## src/rtl/rv_bus_pkg.sv

```systemverilog
// Shared types for the fetch/loader memory arbiter: master ids, default widths
// and the per-master request bundle.
package rv_bus_pkg;

  typedef enum logic {
    MST_FETCH  = 1'b0,
    MST_LOADER = 1'b1
  } mst_id_e;

  localparam int DEF_ADDR_W = 32;
  localparam int DEF_DATA_W = 32;

  typedef struct packed {
    logic                  we;
    logic [DEF_ADDR_W-1:0] addr;
    logic [DEF_DATA_W-1:0] wdata;
  } bus_req_t;

endpackage

```

## src/rtl/bus_arbiter_if.sv

```systemverilog
// Bus bundle between the two masters, the arbiter and the single-ported memory.
// The slave modport is the arbiter's view; master is the surrounding SoC side.
interface bus_arbiter_if
  import rv_bus_pkg::*;
#(
  parameter int ADDR_W = DEF_ADDR_W,
  parameter int DATA_W = DEF_DATA_W
) ();

  logic              m0_req_i,    m1_req_i;
  logic              m0_we_i,     m1_we_i;
  logic [ADDR_W-1:0] m0_addr_i,   m1_addr_i;
  logic [DATA_W-1:0] m0_wdata_i,  m1_wdata_i;
  logic              m0_gnt_o,    m1_gnt_o;
  logic              m0_rvalid_o, m1_rvalid_o;
  logic [DATA_W-1:0] m0_rdata_o,  m1_rdata_o;

  logic              mem_req_o;
  logic              mem_we_o;
  logic [ADDR_W-1:0] mem_addr_o;
  logic [DATA_W-1:0] mem_wdata_o;
  logic [DATA_W-1:0] mem_rdata_i;

  modport slave (
    input  m0_req_i, m1_req_i, m0_we_i, m1_we_i,
    input  m0_addr_i, m1_addr_i, m0_wdata_i, m1_wdata_i,
    output m0_gnt_o, m1_gnt_o, m0_rvalid_o, m1_rvalid_o,
    output m0_rdata_o, m1_rdata_o,
    output mem_req_o, mem_we_o, mem_addr_o, mem_wdata_o,
    input  mem_rdata_i
  );

  modport master (
    output m0_req_i, m1_req_i, m0_we_i, m1_we_i,
    output m0_addr_i, m1_addr_i, m0_wdata_i, m1_wdata_i,
    input  m0_gnt_o, m1_gnt_o, m0_rvalid_o, m1_rvalid_o,
    input  m0_rdata_o, m1_rdata_o,
    input  mem_req_o, mem_we_o, mem_addr_o, mem_wdata_o,
    output mem_rdata_i
  );

endinterface

```

## src/rtl/bus_arbiter_rr_pick2.sv

```systemverilog
// rr_pick2: two-way round-robin picker that lets the current owner keep the bus
// for up to MAX_BURST consecutive grants while the other master is waiting.
module rr_pick2
  import rv_bus_pkg::*;
#(
  parameter int MAX_BURST = 4
) (
  input  logic       clk,
  input  logic       rst,
  input  logic [1:0] req_i,
  output mst_id_e    gnt_id_o,
  output logic       gnt_valid_o
);

  localparam int CNT_W = $clog2(MAX_BURST + 1);
  localparam logic [CNT_W-1:0] MAX_CNT = CNT_W'(MAX_BURST);

  mst_id_e          last_owner_q, last_owner_d;
  logic [CNT_W-1:0] burst_cnt_q,  burst_cnt_d;
  logic             keep_owner;

  // A zero count means nobody owns a burst, so contention goes to the other side.
  always_comb begin
    gnt_valid_o  = |req_i;
    gnt_id_o     = MST_FETCH;
    keep_owner   = (burst_cnt_q != '0) && (burst_cnt_q < MAX_CNT);
    last_owner_d = last_owner_q;
    burst_cnt_d  = '0;

    if (req_i == 2'b10) begin
      gnt_id_o = MST_LOADER;
    end else if (req_i == 2'b11) begin
      gnt_id_o = keep_owner ? last_owner_q : mst_id_e'(~last_owner_q);
    end

    if (gnt_valid_o) begin
      if (gnt_id_o == last_owner_q) begin
        burst_cnt_d = (burst_cnt_q == MAX_CNT) ? MAX_CNT : burst_cnt_q + 1'b1;
      end else begin
        burst_cnt_d  = CNT_W'(1);
        last_owner_d = gnt_id_o;
      end
    end
  end

  always_ff @(posedge clk or negedge rst) begin
    if (!rst) begin
      last_owner_q <= MST_LOADER;
      burst_cnt_q  <= '0;
    end else begin
      last_owner_q <= last_owner_d;
      burst_cnt_q  <= burst_cnt_d;
    end
  end

endmodule

```

## src/rtl/bus_arbiter.sv

```systemverilog
// bus_arbiter: shares one memory port between fetch (m0) and loader (m1).
// BUS_ARB_ROUND_ROBIN_EN selects round-robin with burst limit; otherwise m0 has fixed priority.
module bus_arbiter
  import rv_bus_pkg::*;
#(
  parameter int ADDR_W    = DEF_ADDR_W,
  parameter int DATA_W    = DEF_DATA_W,
  parameter int MAX_BURST = 4
) (
  input logic          clk,
  input logic          rst,
  bus_arbiter_if.slave bus
);

  logic [1:0]        req;
  logic              pick_valid;
  logic              gnt_valid;
  mst_id_e           gnt_id;
  logic              sel_we;
  logic [ADDR_W-1:0] sel_addr;
  logic [DATA_W-1:0] sel_wdata;
  logic              rd_pend_q, rd_pend_d;
  mst_id_e           rd_owner_q, rd_owner_d;

  if (MAX_BURST < 1) begin : g_bad_burst
    $error("bus_arbiter: MAX_BURST must be at least 1");
  end

  assign req = {bus.m1_req_i, bus.m0_req_i};

`ifdef BUS_ARB_ROUND_ROBIN_EN
  rr_pick2 #(
    .MAX_BURST (MAX_BURST)
  ) u_pick (
    .clk         (clk),
    .rst         (rst),
    .req_i       (req),
    .gnt_id_o    (gnt_id),
    .gnt_valid_o (pick_valid)
  );
`else
  assign pick_valid = |req;
  assign gnt_id     = bus.m0_req_i ? MST_FETCH : MST_LOADER;
`endif

  // Grants are combinational, so they must be masked while reset is held.
  assign gnt_valid = pick_valid & rst;

  always_comb begin
    sel_we     = 1'b0;
    sel_addr   = '0;
    sel_wdata  = '0;
    if (gnt_valid) begin
      sel_we    = (gnt_id == MST_FETCH) ? bus.m0_we_i    : bus.m1_we_i;
      sel_addr  = (gnt_id == MST_FETCH) ? bus.m0_addr_i  : bus.m1_addr_i;
      sel_wdata = (gnt_id == MST_FETCH) ? bus.m0_wdata_i : bus.m1_wdata_i;
    end
    rd_pend_d  = gnt_valid & ~sel_we;
    rd_owner_d = gnt_id;
  end

  always_ff @(posedge clk or negedge rst) begin
    if (!rst) begin
      rd_pend_q  <= 1'b0;
      rd_owner_q <= MST_FETCH;
    end else begin
      rd_pend_q  <= rd_pend_d;
      rd_owner_q <= rd_owner_d;
    end
  end

  assign bus.m0_gnt_o    = gnt_valid && (gnt_id == MST_FETCH);
  assign bus.m1_gnt_o    = gnt_valid && (gnt_id == MST_LOADER);
  assign bus.mem_req_o   = gnt_valid;
  assign bus.mem_we_o    = sel_we;
  assign bus.mem_addr_o  = sel_addr;
  assign bus.mem_wdata_o = sel_wdata;

  assign bus.m0_rvalid_o = rd_pend_q && (rd_owner_q == MST_FETCH);
  assign bus.m1_rvalid_o = rd_pend_q && (rd_owner_q == MST_LOADER);
  assign bus.m0_rdata_o  = bus.m0_rvalid_o ? bus.mem_rdata_i : '0;
  assign bus.m1_rdata_o  = bus.m1_rvalid_o ? bus.mem_rdata_i : '0;

`ifndef SYNTHESIS
  // Masters must hold a request until it is granted.
  a_m0_hold : assert property (@(posedge clk) disable iff (!rst)
    (bus.m0_req_i && !bus.m0_gnt_o) |=> bus.m0_req_i);
  a_m1_hold : assert property (@(posedge clk) disable iff (!rst)
    (bus.m1_req_i && !bus.m1_gnt_o) |=> bus.m1_req_i);
`endif

endmodule

```

## src/flat_wrapper.sv

```systemverilog
// flat-port wrapper written by rule: the top's interface ports become plain ports
module bus_arbiter_flat import rv_bus_pkg::*;
#(
  parameter int ADDR_W    = DEF_ADDR_W,
  parameter int DATA_W    = DEF_DATA_W,
  parameter int MAX_BURST = 4
)
  (clk, rst, bus_m0_req_i, bus_m1_req_i, bus_m0_we_i, bus_m1_we_i, bus_m0_addr_i, bus_m1_addr_i, bus_m0_wdata_i, bus_m1_wdata_i, bus_m0_gnt_o, bus_m1_gnt_o, bus_m0_rvalid_o, bus_m1_rvalid_o, bus_m0_rdata_o, bus_m1_rdata_o, bus_mem_req_o, bus_mem_we_o, bus_mem_addr_o, bus_mem_wdata_o, bus_mem_rdata_i);
  bus_arbiter_if #(.ADDR_W(ADDR_W), .DATA_W(DATA_W)) bus_i ();
  input logic clk;
  input logic rst;
  input wire logic [$bits(bus_i.m0_req_i)-1:0] bus_m0_req_i;
  input wire logic [$bits(bus_i.m1_req_i)-1:0] bus_m1_req_i;
  input wire logic [$bits(bus_i.m0_we_i)-1:0] bus_m0_we_i;
  input wire logic [$bits(bus_i.m1_we_i)-1:0] bus_m1_we_i;
  input wire logic [$bits(bus_i.m0_addr_i)-1:0] bus_m0_addr_i;
  input wire logic [$bits(bus_i.m1_addr_i)-1:0] bus_m1_addr_i;
  input wire logic [$bits(bus_i.m0_wdata_i)-1:0] bus_m0_wdata_i;
  input wire logic [$bits(bus_i.m1_wdata_i)-1:0] bus_m1_wdata_i;
  output wire logic [$bits(bus_i.m0_gnt_o)-1:0] bus_m0_gnt_o;
  output wire logic [$bits(bus_i.m1_gnt_o)-1:0] bus_m1_gnt_o;
  output wire logic [$bits(bus_i.m0_rvalid_o)-1:0] bus_m0_rvalid_o;
  output wire logic [$bits(bus_i.m1_rvalid_o)-1:0] bus_m1_rvalid_o;
  output wire logic [$bits(bus_i.m0_rdata_o)-1:0] bus_m0_rdata_o;
  output wire logic [$bits(bus_i.m1_rdata_o)-1:0] bus_m1_rdata_o;
  output wire logic [$bits(bus_i.mem_req_o)-1:0] bus_mem_req_o;
  output wire logic [$bits(bus_i.mem_we_o)-1:0] bus_mem_we_o;
  output wire logic [$bits(bus_i.mem_addr_o)-1:0] bus_mem_addr_o;
  output wire logic [$bits(bus_i.mem_wdata_o)-1:0] bus_mem_wdata_o;
  input wire logic [$bits(bus_i.mem_rdata_i)-1:0] bus_mem_rdata_i;
  assign bus_i.m0_req_i = bus_m0_req_i;
  assign bus_i.m1_req_i = bus_m1_req_i;
  assign bus_i.m0_we_i = bus_m0_we_i;
  assign bus_i.m1_we_i = bus_m1_we_i;
  assign bus_i.m0_addr_i = bus_m0_addr_i;
  assign bus_i.m1_addr_i = bus_m1_addr_i;
  assign bus_i.m0_wdata_i = bus_m0_wdata_i;
  assign bus_i.m1_wdata_i = bus_m1_wdata_i;
  assign bus_m0_gnt_o = bus_i.m0_gnt_o;
  assign bus_m1_gnt_o = bus_i.m1_gnt_o;
  assign bus_m0_rvalid_o = bus_i.m0_rvalid_o;
  assign bus_m1_rvalid_o = bus_i.m1_rvalid_o;
  assign bus_m0_rdata_o = bus_i.m0_rdata_o;
  assign bus_m1_rdata_o = bus_i.m1_rdata_o;
  assign bus_mem_req_o = bus_i.mem_req_o;
  assign bus_mem_we_o = bus_i.mem_we_o;
  assign bus_mem_addr_o = bus_i.mem_addr_o;
  assign bus_mem_wdata_o = bus_i.mem_wdata_o;
  assign bus_i.mem_rdata_i = bus_mem_rdata_i;
  bus_arbiter #(.ADDR_W(ADDR_W), .DATA_W(DATA_W), .MAX_BURST(MAX_BURST)) u_core (.clk(clk), .rst(rst), .bus(bus_i));
endmodule
```

## config.mk

```make
export PLATFORM = sky130hd
export DESIGN_NAME = bus_arbiter_flat
export DESIGN_NICKNAME = d
export VERILOG_FILES = /design/src/rtl/rv_bus_pkg.sv /design/src/rtl/bus_arbiter_if.sv /design/src/rtl/bus_arbiter_rr_pick2.sv /design/src/rtl/bus_arbiter.sv /design/src/flat_wrapper.sv
export SDC_FILE = /design/constraint.sdc
export NUM_CORES = 1
export LEC_CHECK = 0
export CAP_MARGIN = 15
export CORE_AREA = 2 2 116 118
export CTS_BUF_LIST = sky130_fd_sc_hd__clkbuf_16
export DETAILED_ROUTE_END_ITERATION = 8
export DIE_AREA = 0 0 118 120
export PLACE_DENSITY = 0.61
export SLEW_MARGIN = 20
export SYNTH_ARGS = -nofsm -noshare
export SYNTH_HDL_FRONTEND = slang
export SYNTH_SLANG_ARGS = --single-unit
export TNS_END_PERCENT = 5
```

## constraint.sdc

```tcl
create_clock -name clk -period 2.75 [get_ports clk]
set_input_delay 0.825 -clock clk [delete_from_list [all_inputs] [get_ports clk]]
set_output_delay 0.825 -clock clk [all_outputs]
set_load 0.05 [all_outputs]
```

**Yosys cells after proc, flatten, opt, wreduce, memory -nomap -nowiden**

Cells that the tools add are included.

- Bits in latches: 0
- RAM bits: 0
- Register bits: 2
- Output and inout port bits: 134
- Memories kept: 0
- Memory bits (read-only): 0

- Bitwise logic cells: 4
- Divide/modulo/power cells: 0
- Shifts and indexed selects: 0
- $lt $le $gt $ge: 0
- Reductions and logical operators: 5
- Multiply operators: 0
- $add $sub $neg: 0
- Mux-type cells: 9
- Equal/unequal tests: 0

Operators with widths:

| operator | count |
|---|---|
| 2-to-1 mux 32 bit | 6 |
| logical AND 1 bit | 4 |
| 2-to-1 mux 1 bit | 3 |
| bitwise AND 1 bit | 2 |
| NOT 1 bit | 2 |
| OR reduction 2 bit | 1 |

**Depth between registers and ports, before layout**

Gate-level depths: netlist of the first run.

- Depth in word-level cells: 5
- Depth in mapped cells: 6

**Least setup slack after synthesis of the first run**

Ideal clock, no wire load.

- Kind: input port to output port
- Start point: input port rst
- End point: output port bus_mem_wdata_o[22]
- Arrival time: 2.019 ns
- Path buffers: 3
- Setup slack: -0.094 ns
- Stages on the path: 5
- Data required time: 1.925 ns
- Cell sequence: clkbuf_2 -> and2_1 -> clkbuf_2 -> buf_2 -> a32o_1

- Cells in the longest elaborated chain, start to end: 2

RTL lines:

| element | line | source |
|---|---|---|
| start: declaration | flat_wrapper.sv:11 | `input logic rst;` |
| bitwise AND 1 bit | bus_arbiter.sv:47 | `assign gnt_valid = pick_valid & rst;` |
| 2-to-1 mux 32 bit | bus_arbiter.sv:53 | `if (gnt_valid) begin` |
| end: declaration | flat_wrapper.sv:29 | `output wire logic [$bits(bus_i.mem_wdata_o)-1:0] bus_mem_wdata_o;` |

No other way between the ends.

**Final worst setup path of the first run**

- Start point: input port bus_m1_req_i
- End point: output port bus_mem_wdata_o[18]

- Cells in the longest elaborated chain, start to end: 3

RTL lines:

| element | line | source |
|---|---|---|
| start: declaration | flat_wrapper.sv:13 | `input wire logic [$bits(bus_i.m1_req_i)-1:0] bus_m1_req_i;` |
| OR reduction 2 bit | bus_arbiter.sv:42 | `assign pick_valid = \|req;` |
| bitwise AND 1 bit | bus_arbiter.sv:47 |  |
| 2-to-1 mux 32 bit | bus_arbiter.sv:53 |  |

No other way between the ends.

==> results.yml, run 1 <==
status:
  status: "complete, no violations"
power_and_ir_drop:
  p_leak_uw: 0.00280
  p_total_uw: 1410
  power_per_cell_area_nw_per_um2: 228
  max-vdd-ir-drop_v: 0.000150
detailed_routing:
  vias_per_cell: 4.38
  wl_um: 12200
  first_iter_violations: 72
  first_pass_iters: 4
  vias: 2797
  wire_per_inst_um: 19.2
  drc_errors: 0
  antenna_left: 0
critical_path:
  worstPathArrival_ps: 1890
  cp-start-kind: "input pin"
  critPathMaxFanout: 21
  worstPathRequired_ps: 1930
  path_class: "input pin to primary output"
  cp-end-kind: "primary output"
synthesis:
  synth_cell_type_count: 13
  yosysWarnings: 0
  synth_fp_nets: 339
  avgSynthCellArea_um2: 7.69
  synth_seq_area_share: 0.0376
  syn_inst: 173
  synth-seq-cells: 2
  synthesis.area_um2: 1330
  yosysTopAreaCell: "a32o_1"
  synth_top_area_share: 0.497
  synthTopCellsByArea: "a32o_1, and2_1, and3_1"
clock_tree:
  cts_tree: "built"
  cts-root-buf: "clkbuf_16"
  clkSlewWorstSetupHoldPaths_ps: 30
  cts_sinks: 2
  htreeDepth: 1
  clk_path_buf_depth: 2
  cts_buffers: 3
  cts_hold_buf: 0
placed_design:
  portBuffers: 299
  placed_area_um2: 5830
  hpwlAfterDp_um: 9580
  placed_cells: 626
  routabilityCongestion: 0.845
die:
  coreArea_um2: 13000
  start_util: 0.102
  fp.dieArea_um2: 14200
  rows: 42
  die_x_um: 118
  die_y_um: 120
  pin_count: 300
global_routing:
  grt_use_met3: 0.0423
  grt_usage: 0.166
  busiest_layer: "met2"
  met2_usage: 0.324
  antenna_found_initial: 0
  grt_pass1_wl_um: 18300
  grt_max_degree: 53
  grt_pass1_vias: 3071
  gr-total-overflow: 0
  use_met1: 0.182
sta:
  fmax_ghz: 0.368
  slew_violations: 0
  finalCriticalPeriod_ps: 2720
  fin_crit_sh: 0.988
  whs_ps: 626
  rsz0062_at_grt: "true"
  finalHoldViolCount: 0
  slew-limit-headroom: 0.821
  setup_viol: 0
  worst_pin_slew_ps: 268
finish:
  fin_nets: 630
  final_cells: 638
  layout_commonest_cell: "clkdlybuf4s50_1"
  area_growth_pct: 365
  nFillCells: 1200
  diodes: 0
  fin_area_um2: 6180
  drive_gt1_frac: 0.483
  mostFrequentLayoutCells: "clkdlybuf4s50_1, buf_12, a32o_2"
worst_hold_path:
  hp-class: "input pin to async pin"
run:
  drv_cap: 0
synth_stat cells:
cell	number
a32o_1	66
and2_1	35
and3_1	32
clkbuf_1	13
buf_2	10
buf_6	4
inv_1	3
buf_1	2
clkbuf_2	2
dfrtp_1	2
nor2b_1	2
buf_4	1
o21a_1	1
final timing paths:
kind | start | to | slack (ps) | cells after the start
min | rst | u_core.rd_pend_q$_DFF_PN0_ | 630 | 2
max in group asynchronous | rst | u_core.rd_owner_q$_DFF_PN0_ | 1930 | 2
min in group clk | bus_m0_req_i | u_core.rd_owner_q$_DFF_PN0_ | 840 | 2
max | bus_m1_req_i | bus_mem_wdata_o[18] | 30 | 6
flip-flops by register name (all words and copies together) (netlist names):
register / cells
u_core.rd_owner_q: 1
u_core.rd_pend_q: 1
logic make-up (layout without fill, tap and decap cells):
| group | after synthesis | in the layout | synth area share |
|---|---|---|---|
| AO/OA/AOI/OAI | 67 | 67 | 0.502 |
| buffers and inverters | 35 | 324 | 0.135 |
| flip-flops | 2 | 2 | 0.0376 |
| AND/OR/NAND/NOR | 69 | 69 | 0.325 |
per-stage QoR:
stage | worst slack, ps | TNS (ps) | util
after global routing | -4.16 | -9.91 | 0.476
after floorplan | -93.9 | -751 | -
after detailed placement | -370 | -22110 | 0.449
after CTS | 20.2 | 0 | 0.476
after global placement | -335 | -19750 | 0.449
final | 32.6 | 0 | 0.476
worst max-delay path, stage by stage:
cell and delay (ps):
clkdlybuf4s15_1 180, nor2b_4 140, buf_4 140, buf_12 140, a32o_2 300, buf_12 150
report_power, final:
group          total (µW)  internal [µW]  switching [µW]  leakage [µW]
Clock                 216            185            31.2     0.0000370
Combinational        1160            629             534       0.00273
Sequential           31.9           31.3           0.651     0.0000249
Total                1410            845             565       0.00280
final cells by class:
| type | instances | area (µm²) | share of cell area |
|---|---|---|---|
| Clock buffer | 3 | 75.1 | 0.0121 |
| Timing Repair Buffer | 318 | 4640 | 0.750 |
| Tap cell | 176 | 220 | 0.0356 |
| Inverter | 3 | 11.3 | 0.00182 |
| Sequential cell | 2 | 50.0 | 0.00809 |
| Multi-Input combinational cell | 136 | 1190 | 0.192 |
timing repair:
item / 4_1_cts / 5_1_grt
buffers inserted: 3 / 0
setup endpoints to repair: 67 / 28
hold endpoints to repair: 0 / 0
resized for setup: 67 / 12
cloned: 6 / 0
pin swaps: 5 / 5
routing by layer:
layer / vias to the layer above / share of wire / wire length, µm
li1: 1302 / - / -
met1: 1295 / 0.37 / 4500
met2: 190 / 0.54 / 6620
met3: 10 / 0.079 / 970
met4: 0 / 0.012 / 153
met5: - / 0 / 0
Power figures use the tool's default switching activity.
==> inputs of run 2 (changes only) <==
--- a/config.mk
+++ b/config.mk
@@ -8,9 +8,11 @@
 export CAP_MARGIN = 15
 export CORE_AREA = 2 2 116 118
 export CTS_BUF_LIST = sky130_fd_sc_hd__clkbuf_16
+export CTS_CLUSTER_DIAMETER = 80
 export DETAILED_ROUTE_END_ITERATION = 8
 export DIE_AREA = 0 0 118 120
 export PLACE_DENSITY = 0.61
+export RECOVER_POWER = 100
 export SLEW_MARGIN = 20
 export SYNTH_ARGS = -nofsm -noshare
 export SYNTH_HDL_FRONTEND = slang
==> results.yml, run 2 (same netlist as run 1, synthesis figures left out) <==
status:
  status: "complete, no violations"
clock_tree:
  clkSlewWorstSetupHoldPaths_ps: 30
  cts_tree: "built"
  cts_sinks: 2
  cts_hold_buf: 0
  htreeDepth: 1
  cts_buffers: 3
  clk_path_buf_depth: 2
  cts-root-buf: "clkbuf_16"
run:
  drv_cap: 0
global_routing:
  grt_max_degree: 53
  grt_pass1_vias: 3071
  antenna_found_initial: 0
  grt_usage: 0.166
  grt_pass1_wl_um: 18300
  gr-total-overflow: 0
sta:
  fmax_ghz: 0.368
  fin_crit_sh: 0.988
  finalHoldViolCount: 0
  worst_pin_slew_ps: 544
  slew-limit-headroom: 0.637
  rsz0062_at_grt: "true"
  finalCriticalPeriod_ps: 2720
  setup_viol: 0
  slew_violations: 0
detailed_routing:
  wl_um: 12400
  vias: 2801
  drc_errors: 0
  first_pass_iters: 4
  first_iter_violations: 61
  wire_per_inst_um: 19.4
  vias_per_cell: 4.39
  antenna_left: 0
critical_path:
  worstPathCellList: "clkdlybuf4s15_1, nor2b_4, buf_4, buf_12, a32o_2, buf_12"
  cp-start-kind: "input pin"
  worstPathArrival_ps: 1890
  critPathTopFamily: "buffers and inverters"
  worstPathRequired_ps: 1930
  worst-path-buf-inv: 4
  critPathMaxFanout: 21
  crit_path_frequent_cell: "buf_12"
  cp_slowest_stage_delay_ps: 300
  path_class: "input pin to primary output"
  cp-end-kind: "primary output"
  cp_slowest_cell: "a32o_2"
power_and_ir_drop:
  p_sw_uw: 561
  max-vdd-ir-drop_v: 0.000150
  p_leak_uw: 0.00264
  pwr-share-clk: 0.158
  power_per_cell_area_nw_per_um2: 240
  intPower_uw: 805
  comb_power_share: 0.818
  p_sw_frac: 0.411
  p_seq_frac: 0.023
placed_design:
  hpwlAfterDp_um: 9580
  routabilityCongestion: 0.845
  placed_area_um2: 5830
  placed_cells: 626
  portBuffers: 299
die:
  fp.dieArea_um2: 14200
  die_y_um: 120
  start_util: 0.102
  rows: 42
  die_x_um: 118
  coreArea_um2: 13000
  pin_count: 300
finish:
  final_cells: 638
  top_regs: "u_core.rd_owner_q (1), u_core.rd_pend_q (1)"
  mostFrequentLayoutCells: "clkdlybuf4s50_1, buf_12, a32o_2"
  area_growth_pct: 328
  diodes: 0
  layout_commonest_cell: "clkdlybuf4s50_1"
  fin_util: 0.439
  fin_nets: 630
  drive_gt1_frac: 0.481
  fin_area_um2: 5700
  nFillCells: 1260
worst_hold_path:
  hp-class: "input pin to async pin"
-- run 2: how the worst max path moves through the flow --
stage                       from             endpoint  slack (ps)  depth (start not counted)
detailed placement  bus_m0_req_i   bus_mem_wdata_o[1]        -370                          5
CTS                 bus_m0_req_i    bus_mem_addr_o[6]          20                          6
floorplan                    rst  bus_mem_wdata_o[23]         -90                          5
finish              bus_m1_req_i  bus_mem_wdata_o[18]          30                          6
global route        bus_m1_req_i  bus_mem_wdata_o[18]          -4                          6
global placement    bus_m0_req_i   bus_mem_wdata_o[1]        -330                          5
-- run 2: power groups by stage --
stage | logic [µW] | registers [µW] | clock network (µW)
2_1_floorplan | 439 | 33.3 | 0
3_3_place_gp | 1100 | 32.3 | 0
3_5_place_dp | 1110 | 32.2 | 0
4_1_cts | 1170 | 31.9 | 218
5_1_grt | 1160 | 32.2 | 223
6_report | 1120 | 31.9 | 216
-- run 2: what timing repair did --
action | in CTS | in global routing
pin swaps | 5 | 5
cloned | 6 | 0
buffers inserted | 3 | 0
gates resized for setup | 67 | 12
setup endpoints to repair | 67 | 28
-- run 2: layout make-up --
| class | count | area [µm²] | share of cell area |
|---|---|---|---|
| inverter | 3 | 11.3 | 0.00198 |
| timing repair buffer | 318 | 4150 | 0.729 |
| sequential | 2 | 50.0 | 0.00878 |
| multi-input combinational | 136 | 1190 | 0.209 |
| clock buffer | 3 | 75.1 | 0.0132 |
| tap | 176 | 220 | 0.0386 |
-- run 2: stage by stage --
stage | hold slack, ps | setup WS, ps | total power (µW) | setup TNS, ps
after floorplan | 529 | -93.9 | 472 | -751
after global placement | 847 | -335 | 1140 | -19750
after detailed placement | 849 | -370 | 1140 | -22110
after CTS | 627 | 20.2 | 1420 | 0
after global routing | 737 | -4.16 | 1420 | -9.92
final | 719 | 34.1 | 1370 | 0
-- run 2: layer usage --
layer | wire [µm] | GRT usage | vias to the layer above
met5 | 0 | 0 | -
met3 | 965 | 0.0423 | 10
li1 | - | - | 1301
met1 | 4610 | 0.182 | 1298
met2 | 6650 | 0.324 | 192
met4 | 159 | 0.0264 | 0
